[config.mk]
export PLATFORM = sky130hd
export DESIGN_NAME = weight_loader_flat
export DESIGN_NICKNAME = d
export VERILOG_FILES = /design/src/rtl/weight_loader_pkg.sv /design/src/rtl/weight_loader_if.sv /design/src/rtl/weight_loader.sv /design/src/flat_wrapper.sv
export SDC_FILE = /design/constraint.sdc
export NUM_CORES = 1
export LEC_CHECK = 0
export CORE_ASPECT_RATIO = 0.7
export CORE_MARGIN = 5
export CORE_UTILIZATION = 49
export CTS_BUF_LIST = sky130_fd_sc_hd__clkbuf_16
export DETAILED_ROUTE_END_ITERATION = 10
export PLACE_DENSITY = 0.8
export SLEW_MARGIN = 0
export SYNTH_ARGS = -nofsm -noshare
export SYNTH_HDL_FRONTEND = slang
export SYNTH_SLANG_ARGS = --single-unit
[constraint.sdc]
create_clock -name clk -period 1.58 [get_ports clk]
set_input_delay 0.316 -clock clk [delete_from_list [all_inputs] [get_ports clk]]
set_output_delay 0.316 -clock clk [all_outputs]
set_load 0.02 [all_outputs]
[src/rtl/weight_loader_pkg.sv]
// Shared types for the accelerator weight path: word type and loader state encoding.
// Pure declarations, so there is no latency and no backpressure.
package accel_pkg;
    localparam int WORD_W = 32;

    typedef logic [WORD_W-1:0] word_t;

    typedef enum logic [1:0] {
        LD_FILL,
        LD_DRAIN,
        LD_PENDING
    } ld_state_t;

    // Counters always get at least one bit, even for a single row or column.
    function automatic int cnt_w(input int n);
        return (n > 1) ? $clog2(n) : 1;
    endfunction
endpackage

[src/rtl/weight_loader_if.sv]
// AXI4-Stream weight channel: the producer drives data, last and valid; the loader drives ready.
// Pure wiring, so there is no latency; ready carries the backpressure.
interface weight_loader_if;
    import accel_pkg::*;

    word_t tdata;
    logic  tlast;
    logic  tvalid;
    logic  tready;

    modport master (output tdata, output tlast, output tvalid, input tready);
    modport slave  (input tdata, input tlast, input tvalid, output tready);
endinterface

[src/rtl/weight_loader.sv]
// Streams a ROWS x COLS matrix into a shadow buffer and commits it atomically when hold is low.
// Commit happens one edge after the last beat; tready is low while a commit waits for hold.
module weight_loader
    import accel_pkg::*;
#(
    parameter int ROWS = 3,
    parameter int COLS = 4
) (
    input  logic            clk,
    input  logic            rst,
    weight_loader_if.slave  weight_axis,
    input  logic            hold,
    output word_t           weights [ROWS][COLS],
    output logic            weights_valid,
    output logic            commit_pulse,
    output logic            load_error
);
    localparam int ROW_W = cnt_w(ROWS);
    localparam int COL_W = cnt_w(COLS);
    localparam logic [ROW_W-1:0] LAST_ROW = ROW_W'(ROWS - 1);
    localparam logic [COL_W-1:0] LAST_COL = COL_W'(COLS - 1);

    ld_state_t        r_state;
    ld_state_t        w_state_nxt;
    logic [ROW_W-1:0] r_row;
    logic [COL_W-1:0] r_col;
    word_t            r_shadow [ROWS][COLS];
    word_t            r_active [ROWS][COLS];
    logic             r_valid;
    logic             r_commit;
    logic             r_error;

    logic w_tready;
    logic w_beat;
    logic w_last_idx;
    logic w_wr_shadow;
    logic w_adv;
    logic w_clr;
    logic w_commit;
    logic w_error;

    // Ready depends on state alone; gating with rst keeps it low throughout reset.
    assign w_tready   = rst & ((r_state == LD_FILL) | (r_state == LD_DRAIN));
    assign w_beat     = weight_axis.tvalid & w_tready;
    assign w_last_idx = (r_row == LAST_ROW) && (r_col == LAST_COL);

    always_comb begin
        w_state_nxt = r_state;
        w_wr_shadow = 1'b0;
        w_adv       = 1'b0;
        w_clr       = 1'b0;
        w_commit    = 1'b0;
        w_error     = 1'b0;
        case (r_state)
            LD_FILL: begin
                if (w_beat) begin
                    w_wr_shadow = 1'b1;
                    if (w_last_idx) begin
                        w_clr = 1'b1;
                        if (weight_axis.tlast) begin
                            w_state_nxt = LD_PENDING;
                        end else begin
                            w_state_nxt = LD_DRAIN;
                            w_error     = 1'b1;
                        end
                    end else if (weight_axis.tlast) begin
                        w_clr   = 1'b1;
                        w_error = 1'b1;
                    end else begin
                        w_adv = 1'b1;
                    end
                end
            end
            LD_DRAIN: begin
                if (w_beat && weight_axis.tlast) begin
                    w_state_nxt = LD_FILL;
                    w_clr       = 1'b1;
                end
            end
            LD_PENDING: begin
                if (!hold) begin
                    w_commit    = 1'b1;
                    w_state_nxt = LD_FILL;
                    w_clr       = 1'b1;
                end
            end
            default: begin
                w_state_nxt = LD_FILL;
                w_clr       = 1'b1;
            end
        endcase
    end

    always_ff @(posedge clk or negedge rst) begin
        if (!rst) begin
            r_state  <= LD_FILL;
            r_row    <= '0;
            r_col    <= '0;
            r_valid  <= 1'b0;
            r_commit <= 1'b0;
            r_error  <= 1'b0;
            for (int r = 0; r < ROWS; r++) begin
                for (int c = 0; c < COLS; c++) begin
                    r_shadow[r][c] <= '0;
                    r_active[r][c] <= '0;
                end
            end
        end else begin
            r_state  <= w_state_nxt;
            r_commit <= w_commit;
            r_error  <= w_error;
            if (w_wr_shadow) begin
                r_shadow[r_row][r_col] <= weight_axis.tdata;
            end
            if (w_clr) begin
                r_row <= '0;
                r_col <= '0;
            end else if (w_adv) begin
                if (r_col == LAST_COL) begin
                    r_col <= '0;
                    r_row <= r_row + ROW_W'(1);
                end else begin
                    r_col <= r_col + COL_W'(1);
                end
            end
            // Whole-array copy: the consumer never sees a half-updated matrix.
            if (w_commit) begin
                r_active <= r_shadow;
                r_valid  <= 1'b1;
            end
        end
    end

    assign weight_axis.tready = w_tready;
    assign weights            = r_active;
    assign weights_valid      = r_valid;
    assign commit_pulse       = r_commit;
    assign load_error         = r_error;
endmodule

[src/flat_wrapper.sv]
// flat-port wrapper written by rule: the top's interface ports become plain ports
module weight_loader_flat import accel_pkg::*;
#(
    parameter int ROWS = 3,
    parameter int COLS = 4
)
  (clk, rst, hold, weights, weights_valid, commit_pulse, load_error, weight_axis_tdata, weight_axis_tlast, weight_axis_tvalid, weight_axis_tready);
  weight_loader_if weight_axis_i ();
  input  logic clk;
  input  logic rst;
  input  logic hold;
  output word_t weights[ROWS][COLS];
  output logic weights_valid;
  output logic commit_pulse;
  output logic load_error;
  input wire logic [$bits(weight_axis_i.tdata)-1:0] weight_axis_tdata;
  input wire logic [$bits(weight_axis_i.tlast)-1:0] weight_axis_tlast;
  input wire logic [$bits(weight_axis_i.tvalid)-1:0] weight_axis_tvalid;
  output wire logic [$bits(weight_axis_i.tready)-1:0] weight_axis_tready;
  assign weight_axis_i.tdata = weight_axis_tdata;
  assign weight_axis_i.tlast = weight_axis_tlast;
  assign weight_axis_i.tvalid = weight_axis_tvalid;
  assign weight_axis_tready = weight_axis_i.tready;
  weight_loader #(.ROWS(ROWS), .COLS(COLS)) u_core (.clk(clk), .rst(rst), .weight_axis(weight_axis_i), .hold(hold), .weights(weights), .weights_valid(weights_valid), .commit_pulse(commit_pulse), .load_error(load_error));
endmodule
# Yosys cells after proc, flatten, opt, wreduce, memory -nomap -nowiden
# Index checks and enable logic that the tools add are counted.
dict set report word_totals {
  reg_bits 777
  latchBits 0
  mem_bits_rw 0
  romBits 0
  input_bits 37
  output_inout_bits 388
  word_cells 91
  memories 0
}
dict set report classes {
  n_addsub 2
  multipliers 0
  div_mod_pow 0
  n_lt_le_gt_ge 4
  eq_ne 8
  shifts 0
  muxes 33
  n_bitwise 5
  n_reduce_logical 9
}
# cell n
set op_table {}
lappend op_table {{bitwise mux 384 bit} 1}
lappend op_table {{demux 128 bit (select 2 bit)} 1}
lappend op_table {{two-way mux 128 bit} 1}
lappend op_table {{demux 32 bit (select 2 bit)} 1}
lappend op_table {{two-way mux 32 bit} 1}
lappend op_table {{two-way mux 2 bit} 11}
lappend op_table {{two-way mux 1 bit} 15}
lappend op_table {{== test 2 bit (second input constant)} 3}
lappend op_table {{>= comparator 3 bit (second input constant)} 2}
lappend op_table {{less-than comparator 3 x 1 -> 1 bit (second input constant)} 2}
lappend op_table {{NOT 2 -> 3 bit} 2}
lappend op_table {{case mux 2 bit (3 select lines)} 1}
lappend op_table {{adder 2 x 1 -> 2 bit (second input constant)} 2}
lappend op_table {{logical AND 1 bit} 4}
lappend op_table {{!= test 2 x 1 -> 1 bit (second input constant)} 2}
lappend op_table {{!= test 2 bit (second input constant)} 2}
lappend op_table {{AND reduction 4 bit} 1}
lappend op_table {{nonzero test 2 bit} 2}
lappend op_table {{case mux 1 bit (3 select lines)} 1}
lappend op_table {{AND 1 bit} 2}
lappend op_table {{== test 2 x 1 -> 1 bit (second input constant)} 1}
lappend op_table {{zero test 2 bit} 1}
lappend op_table {{AND reduction 2 bit} 1}
lappend op_table {{OR 1 bit} 1}

# Logic depth before layout (Yosys ltp)
# Gate-level depths: netlist (run 1).
dict set report depth {
  ltp_word 9
  depth_mapped 7
}

# Worst setup path after synthesis (run 1)
# OpenSTA, ideal clock, no wires.
dict set report synth_timing {
  kind {flip-flop to flip-flop}
  start {register u_core.r_row[0]}
  end {register u_core.r_shadow[290] (netlist bit)}
  setup_time_ns 0.125
  arrival_ns 1.596
  t_required_ns 1.455
  slack_ns -0.141
  stages_incl_launch_ff 7
  n_path_buf 1
  cell_sequence {dfrtp_1 -> inv_1 -> ha_1 -> nand4b_1 -> nor2_1 -> buf_2 -> mux2_2}
}
dict set report synth_between {
  elab_chain_len 6
  elab_cells_between_ends 7
  classes_between {order compare (2); mux (3); bitwise (1); reduce/logical (1)}
}
# element line_no
set synth_rtl {}
lappend synth_rtl {{start: declaration} weight_loader.sv:25} ;# logic [ROW_W-1:0] r_row;
lappend synth_rtl {{start signal: assignment} weight_loader.sv:121} ;# r_row <= r_row + ROW_W'(1);
lappend synth_rtl {{NOT 2 -> 3 bit (implied by the code) (*)} weight_loader.sv:113} ;# r_shadow[r_row][r_col] <= weight_axis.tdata;
lappend synth_rtl {{>= comparator 3 bit (implied by the code) / less-than comparator 3 x 1 -> 1 bit (equally long branches)} weight_loader.sv:113}
lappend synth_rtl {{logical AND 1 bit (implied by the code)} weight_loader.sv:113}
lappend synth_rtl {{two-way mux 128 bit (implied by the code)} weight_loader.sv:113}
lappend synth_rtl {{demux 128 bit (select 2 bit) (*)} weight_loader.sv:113}
lappend synth_rtl {{bitwise mux 384 bit (*)} weight_loader.sv:113}
lappend synth_rtl {{end signal: indexed assignment} weight_loader.sv:113}
lappend synth_rtl {{end: declaration} weight_loader.sv:27} ;# word_t r_shadow [ROWS][COLS];
# Mark *: on every way between the ends. The rest lies on a longest branch, timed or not.
# A chain may end at the register's enable or synchronous reset.

# Worst setup path after layout (run 1)
dict set report layout_timing {
  start {register u_core.r_row[0]}
  end {register u_core.r_shadow[317] (netlist bit)}
}
# The elaborated chain is that of the path after synthesis.

==> reports/qor.txt, run 1 <==
status: finished, violations left
failing checks: setup timing
P per Cell Area: 1266 nW/um^2
Rows: 74
FFs w/ async S/R, synth: 100.0%
reg2reg setup slack: -0.38 ns
Mean Syn Cell Area: 16.94 um^2
GRT overflow: 0
CTS tree: done
Final #Nets: 2380
cells on worst reg2reg path: 9
Gate Count Post-Synth: 1718
DP Worst Slack: -0.6300 ns
Post-Syn Area: 29100 um^2
CTS root buffer: clkbuf_16
Post-synth EDFFs: 0
clock-pin slew on the worst setup and hold paths: 0.07 ns
Largest stage delay, worst path: 0.43 ns
WHS: 0.06146 ns
relative slew slack: 42.83%
post-synth top area share: 66.81%
largest area contributor in the netlist: dfrtp_1
final setup vio count: 776
Most Frequent Cell on Critical Path: buf_6
LEAKAGE: 20.61 nW
CP Max Fanout: 5
clk_lat worst skew: 0.62 ns
CP required: 2.06 ns
Synth Flop Type: dfrtp_1
IO Pins: 425
Synth area leaders: dfrtp_1 67%, mux2_2 26%, mux2_1 3.5%
Worst-Margin Slew: 0.8575 ns
clock sinks: 777
via count: 17790
Critical Path Sink Type: flip-flop
Net Count, Synth: 1763
crit-path leading delay family: buffers and inverters
Buf/Inv on CP: 5
dpl cells: 2948
clock power share: 34.1%
drt initial violations: 1018
Sw Pwr: 12.71 mW
Synth warnings: 0
post-route ant nets: 0
post-route insts no fill: 3189
Starting Density: 49.66%
drt drc: 0
Seq cells post-synth: 777
cell internal pwr: 37.72 mW
H-tree levels: 3
count of cell types in the netlist: 30
P&R area growth vs syn: 36.86%
period utilization: 124.1%
layout cells sized above 1: 61.21%
RR Startpoint: u_core.r_row[0]
die width: 301.3 um
worst reg2reg path endpoint: u_core.r_shadow[317]
Detailed Route WL: 91050 um
core box area: 58610 um^2
clock tree buffer depth: 3
fraction of the yosys area taken by sequential cells: 66.81%
switching share of power: 25.20%
wire length per cell: 28.55 um
Detailed Place HPWL: 49420 um
TritonCTS Buffers: 72
VDD IR max: 0.7660 mV
Via density: 5.578
Max-cap violations: 0
Worst Path Arrival: 2.44 ns
post-route minimum period: 1.961 ns
Hold Fails Final Rpt: 0
vias in the first global route: 18520
initial antenna violation count: 2
final clock skew: 0.02601 ns
Worst Hold Class: in -> async
gp weighted congestion: 0.7938
number of port buffers: 424
Crit Path Class: reg -> reg
CP cell instances: inv_2 > buf_6 > ha_4 > nand4b_1 > buf_6 > nor2_4 > buf_12 > clkbuf_16 > mux2_4
GRT Util Overall: 23.52%
RSZ-0062 raised after global routing: yes
utilization after layout: 67.96%
startpoint types: flip-flop
setup ws final: -0.3807 ns
first-pass GRT wire length: 116700 um
slowest stage cell, crit path: dfrtp_1
Comb pwr share: 16.0%
drt pass-1 iters: 4
Flop pwr share: 49.8%
Fmax achieved: 0.5100 GHz
total die area: 64440 um^2
chip height: 213.9 um
largest net degree at the start of global routing: 161
Max Slew Vio Count: 0
Tot Pwr: 50.42 mW
## flip-flops by register name, indices dropped and copies added (netlist names)
signal                count
u_core.load_error         1
u_core.r_row              2
u_core.r_col              2
u_core.commit_pulse       1
u_core.r_shadow         384
u_core.weights          384
u_core.weights_valid      1
u_core.r_state            2
## cell type report
cell class	count	area [um^2]
multi-input cells	823	10950
inverters	5	18.77
clock inverters	55	457.9
well taps	798	998.5
flip-flops and latches	777	19450
diodes	1	2.502
fillers	3770	18780
clock buffers	74	1852
repair buffers	656	6101
## power groups by stage
| stage | clock network, mW | logic, mW | registers [mW] |
|---|---|---|---|
| after global placement | 0 | 5.29 | 24.8 |
| after detailed placement | 0 | 5.58 | 25.1 |
| after global routing | 18.3 | 8.55 | 25.4 |
| final | 17.2 | 8.09 | 25.1 |
| after floorplan | 0 | 3.39 | 24.6 |
| after CTS | 17.3 | 6.24 | 24.8 |
## synthesized netlist by cell type (2+ instances only)
master,instances
dfrtp_1,777
mux2_2,677
mux2_1,91
buf_2,47
buf_4,34
clkbuf_1,32
nor2_1,9
ha_1,8
nand2_1,6
inv_1,5
a21oi_1,4
nand2b_1,4
nand4b_1,3
nand3_1,2
nand3_2,2
nand4_1,2
nor2b_1,2
## logic make-up after synthesis
family,synth area share (%)
AND/OR/NAND/NOR,0.7997
adder cells (fa/ha/maj),0.3440
flip-flops,66.81
AO/OA/AOI/OAI,0.1677
buffers and inverters,2.163
multiplexers,29.72
## layout by cell type (no fill, tap or decap), types with 3 or more instances in the layout
master / count
nand2b_2: 3
clkbuf_16: 122
clkinv_8: 3
ha_4: 5
clkinv_1: 19
clkinv_4: 4
ha_1: 3
buf_6: 25
a21oi_2: 3
nand3_2: 4
buf_2: 378
clkdlybuf4s15_2: 9
clkdlybuf4s50_1: 35
nand2_1: 5
dfrtp_1: 775
mux2_2: 250
buf_16: 14
buf_12: 55
buf_8: 12
bufinv_16: 6
inv_1: 14
nor2_4: 10
mux2_1: 60
buf_4: 78
clkinv_2: 9
mux2_4: 458
nand4b_1: 3
## tightest hold or removal path: stages
cell	delay [ns]
buf_8	0.14
buf_4	0.15
buf_12	0.58
## through the flow
stage	TNS, ns	area (um^2)
final	-179.02	39830
after global routing	-221.57	39830
after CTS	-120.28	36540
after detailed placement	-365.34	35300
after global placement	-325.94	35300
after floorplan	-44.63	29190
## per-layer routing
metal	track usage [%]	vias up	share of wire [%]	wire (um)
li1	-	7277	-	-
met4	6.070	0	2.4	2164
met5	0	-	0	0
met2	38.03	656	47	43060
met1	32.28	9704	43	39480
met3	5.931	152	7.0	6348
## how the worst max path moves through the flow
stage,startpoint,to,slack (ns),cells after the start
finish,u_core.r_row[0],u_core.r_shadow[317],-0.38,9
floorplan,u_core.r_row[0],u_core.r_shadow[75],-0.1,6
CTS,u_core.r_row[0],u_core.r_shadow[87],-0.28,8
global placement,weight_axis_tvalid,u_core.r_shadow[244],-0.62,6
detailed placement,weight_axis_tvalid,u_core.r_shadow[249],-0.63,6
global route,u_core.r_row[0],u_core.r_shadow[96],-0.44,8
## repair_timing
item,in CTS,in global routing
resized for setup,1710,452
hold endpoints to repair,17,2
pin swaps,7,16
hold buffers,1,1
cloned,6,63
buffers inserted,18,32
setup endpoints to repair,1155,914
Note: power is estimated with default switching activity, not from simulation.
==> run 2, diff against run 1 <==
==> constraint.sdc (replaced) <==
create_clock -name clk -period 1.58 [get_ports clk]
set_input_delay 0.316 -clock clk [delete_from_list [all_inputs] [get_ports clk]]
set_output_delay 0.316 -clock clk [all_outputs]
set_load 0.05 [all_outputs]
==> run 2 against run 1 <==
Clock-buffer cell count grew 1; clock power is essentially flat; first-iteration DRC count grew 8.3%; die area is the same; the run still ends with setup timing left; total power shrank 1.0%; sequential power is essentially flat; highest routed layer unchanged; critical path depth shrank 3; setup slack gained 0.041 ns; largest power group unchanged.
==> reports/qor.txt, run 2 (synthesized netlist as in run 1, its figures left out) <==
post-route minimum period: 1.920 ns (was 1.961 ns)
Inserted Diodes: 0 (was 1)
DP Worst Slack: -0.5625 ns (was -0.6300 ns)
drt drc: 0 (unchanged)
failing checks: setup timing (unchanged)
Max Slew Vio Count: 0 (unchanged)
Detailed Place HPWL: 49320 um (was 49420 um)
post-route ant nets: 0 (unchanged)
commonest non-fill, non-tap cell in the layout: dfrtp_1 (unchanged)
layout cells sized above 1: 60.07% (was 61.21%)
crit-path leading delay family: buffers and inverters (unchanged)
via count: 17730 (was 17790)
Hold Fails Final Rpt: 0 (unchanged)
drt pass-1 iters: 5 (was 4)
Worst Hold Class: in -> async (unchanged)
CP required: 2.06 ns (about the same)
Fmax achieved: 0.5209 GHz (was 0.5100 GHz)
VDD IR max: 0.7602 mV (was 0.7660 mV)
clock tree buffer depth: 3 (unchanged)
CP Max Fanout: 9 (was 5)
clk_lat worst skew: 0.61 ns (was 0.62 ns)
period utilization: 121.5% (was 124.1%)
total die area: 64440 um^2 (unchanged)
GRT Util Overall: 23.74% (was 23.52%)
H-tree levels: 3 (unchanged)
Buf/Inv on CP: 3 (was 5)
Most Frequent Cell on Critical Path: buf_12 (was buf_6)
LEAKAGE: 20.48 nW (was 20.61 nW)
startpoint types: flip-flop (unchanged)
Worst-Margin Slew: 0.8772 ns (was 0.8575 ns)
Tot Pwr: 49.92 mW (was 50.42 mW)
drt initial violations: 1103 (was 1018)
relative slew slack: 41.52% (was 42.83%)
first-pass GRT wire length: 117600 um (was 116700 um)
number of port buffers: 424 (unchanged)
Max-cap violations: 0 (unchanged)
Detailed Route WL: 88880 um (was 91050 um)
IO Pins: 425 (unchanged)
gp weighted congestion: 0.7858 (was 0.7938)
initial antenna violation count: 1 (was 2)
clock sinks: 777 (unchanged)
CTS root buffer: clkbuf_16 (unchanged)
largest net degree at the start of global routing: 123 (was 161)
P per Cell Area: 1227 nW/um^2 (was 1266 nW/um^2)
clock-pin slew on the worst setup and hold paths: 0.07 ns (about the same)
Rows: 74 (unchanged)
Worst Path Arrival: 2.40 ns (was 2.44 ns)
Largest stage delay, worst path: 0.44 ns (was 0.43 ns)
Filler cells: 3573 (was 3770)
CTS tree: done (unchanged)
P&R area growth vs syn: 39.77% (was 36.86%)
status: finished, violations left (unchanged)
final clock skew: 0.01924 ns (was 0.02601 ns)
chip height: 213.9 um (unchanged)
TritonCTS Buffers: 73 (was 72)
Starting Density: 49.66% (unchanged)
die width: 301.3 um (unchanged)
Final #Nets: 2386 (was 2380)
GRT overflow: 0 (unchanged)
most frequent cells in the layout: 774 x dfrtp_1, 442 x buf_4, 350 x mux2_2 (was 775 x dfrtp_1, 458 x mux2_4, 378 x buf_2)
wire length per cell: 27.84 um (was 28.55 um)
final setup vio count: 783 (was 776)
Critical Path Sink Type: flip-flop (unchanged)
slowest stage cell, crit path: dfrtp_2 (was dfrtp_1)
setup ws final: -0.3398 ns (was -0.3807 ns)
Via density: 5.555 (was 5.578)
RSZ-0062 raised after global routing: yes (unchanged)
vias in the first global route: 18630 (was 18520)
CP cell instances: buf_12 > nand4bb_1 > nor2_4 > buf_12 > bufbuf_16 > mux2_1 (was inv_2 > buf_6 > ha_4 > nand4b_1 > buf_6 > nor2_4 > buf_12 > clkbuf_16 > mux2_4)
core box area: 58610 um^2 (unchanged)
Crit Path Class: reg -> reg (unchanged)
## run 2: path summary, 6_finish.rpt
check,startpoint,to,slack [ns],cells past startpoint
min reg2reg,u_core.r_shadow[294],u_core.r_shadow[294],0.49,1
min in group clk,rst,u_core.r_state[0],0.28,4
max in group asynchronous,rst,u_core.weights[262],0.32,5
max,u_core.r_state[1],u_core.r_shadow[30],-0.34,6
min,rst,u_core.r_shadow[148],0.04,3
max reg2reg,u_core.r_state[1],u_core.r_shadow[30],-0.34,6
## run 2: per-layer routing
metal | track usage (%) | vias up | routed length (um)
li1 | - | 7292 | -
met1 | 32.15 | 9636 | 37920
met2 | 38.18 | 649 | 42570
met3 | 6.144 | 156 | 5932
met4 | 7.256 | 0 | 2463
met5 | 0 | - | 0
## run 2: through the flow
step / util (%) / area, um^2 / hold WS (ns) / TNS [ns] / cells
2_1_floorplan: - / 29190 / 0.02041 / -44.63 / 1718
3_3_place_gp: 59.13 / 34650 / 0.2951 / -348.36 / 2951
3_5_place_dp: 59.13 / 34650 / 0.3003 / -366.79 / 2951
4_1_cts: 64.81 / 37980 / 0.01906 / -152.39 / 3117
5_1_grt: 69.40 / 40680 / 0.03440 / -214.00 / 3192
6_report: 69.40 / 40680 / 0.04117 / -173.47 / 3192
## run 2: repair_timing
item | 4_1_cts | 5_1_grt
endpoints found under the setup margin | 798 | 832
gates resized for setup | 89 | 345
setup buffers | 20 | 27
hold endpoints to repair | 78 | 0
cloned | 15 | 53
hold buffers | 3 | 0
pin swaps | 4 | 5
## run 2: final cells by class
type / count / area (um^2) / area share, %
Clock buffer: 75 / 1877 / 4.614
Clock inverter: 53 / 436.7 / 1.074
Inverter: 5 / 18.77 / 0.04614
Multi-Input combinational cell: 823 / 10440 / 25.66
Sequential cell: 777 / 19450 / 47.81
Tap cell: 798 / 998.5 / 2.455
Timing Repair Buffer: 661 / 7462 / 18.35
## run 2: tightest hold or removal path, stage by stage
cell and delay [ns]:
buf_8 0.14, buf_4 0.26, buf_4 0.28
## run 2: where the power goes
part	total [mW]	internal, mW	leakage (nW)	switching (mW)
sequential	25.1	23.1	10.5	2.03
combinational	7.52	4.32	8.75	3.20
clock	17.3	9.64	1.19	7.66
total	49.9	37.0	20.5	12.9
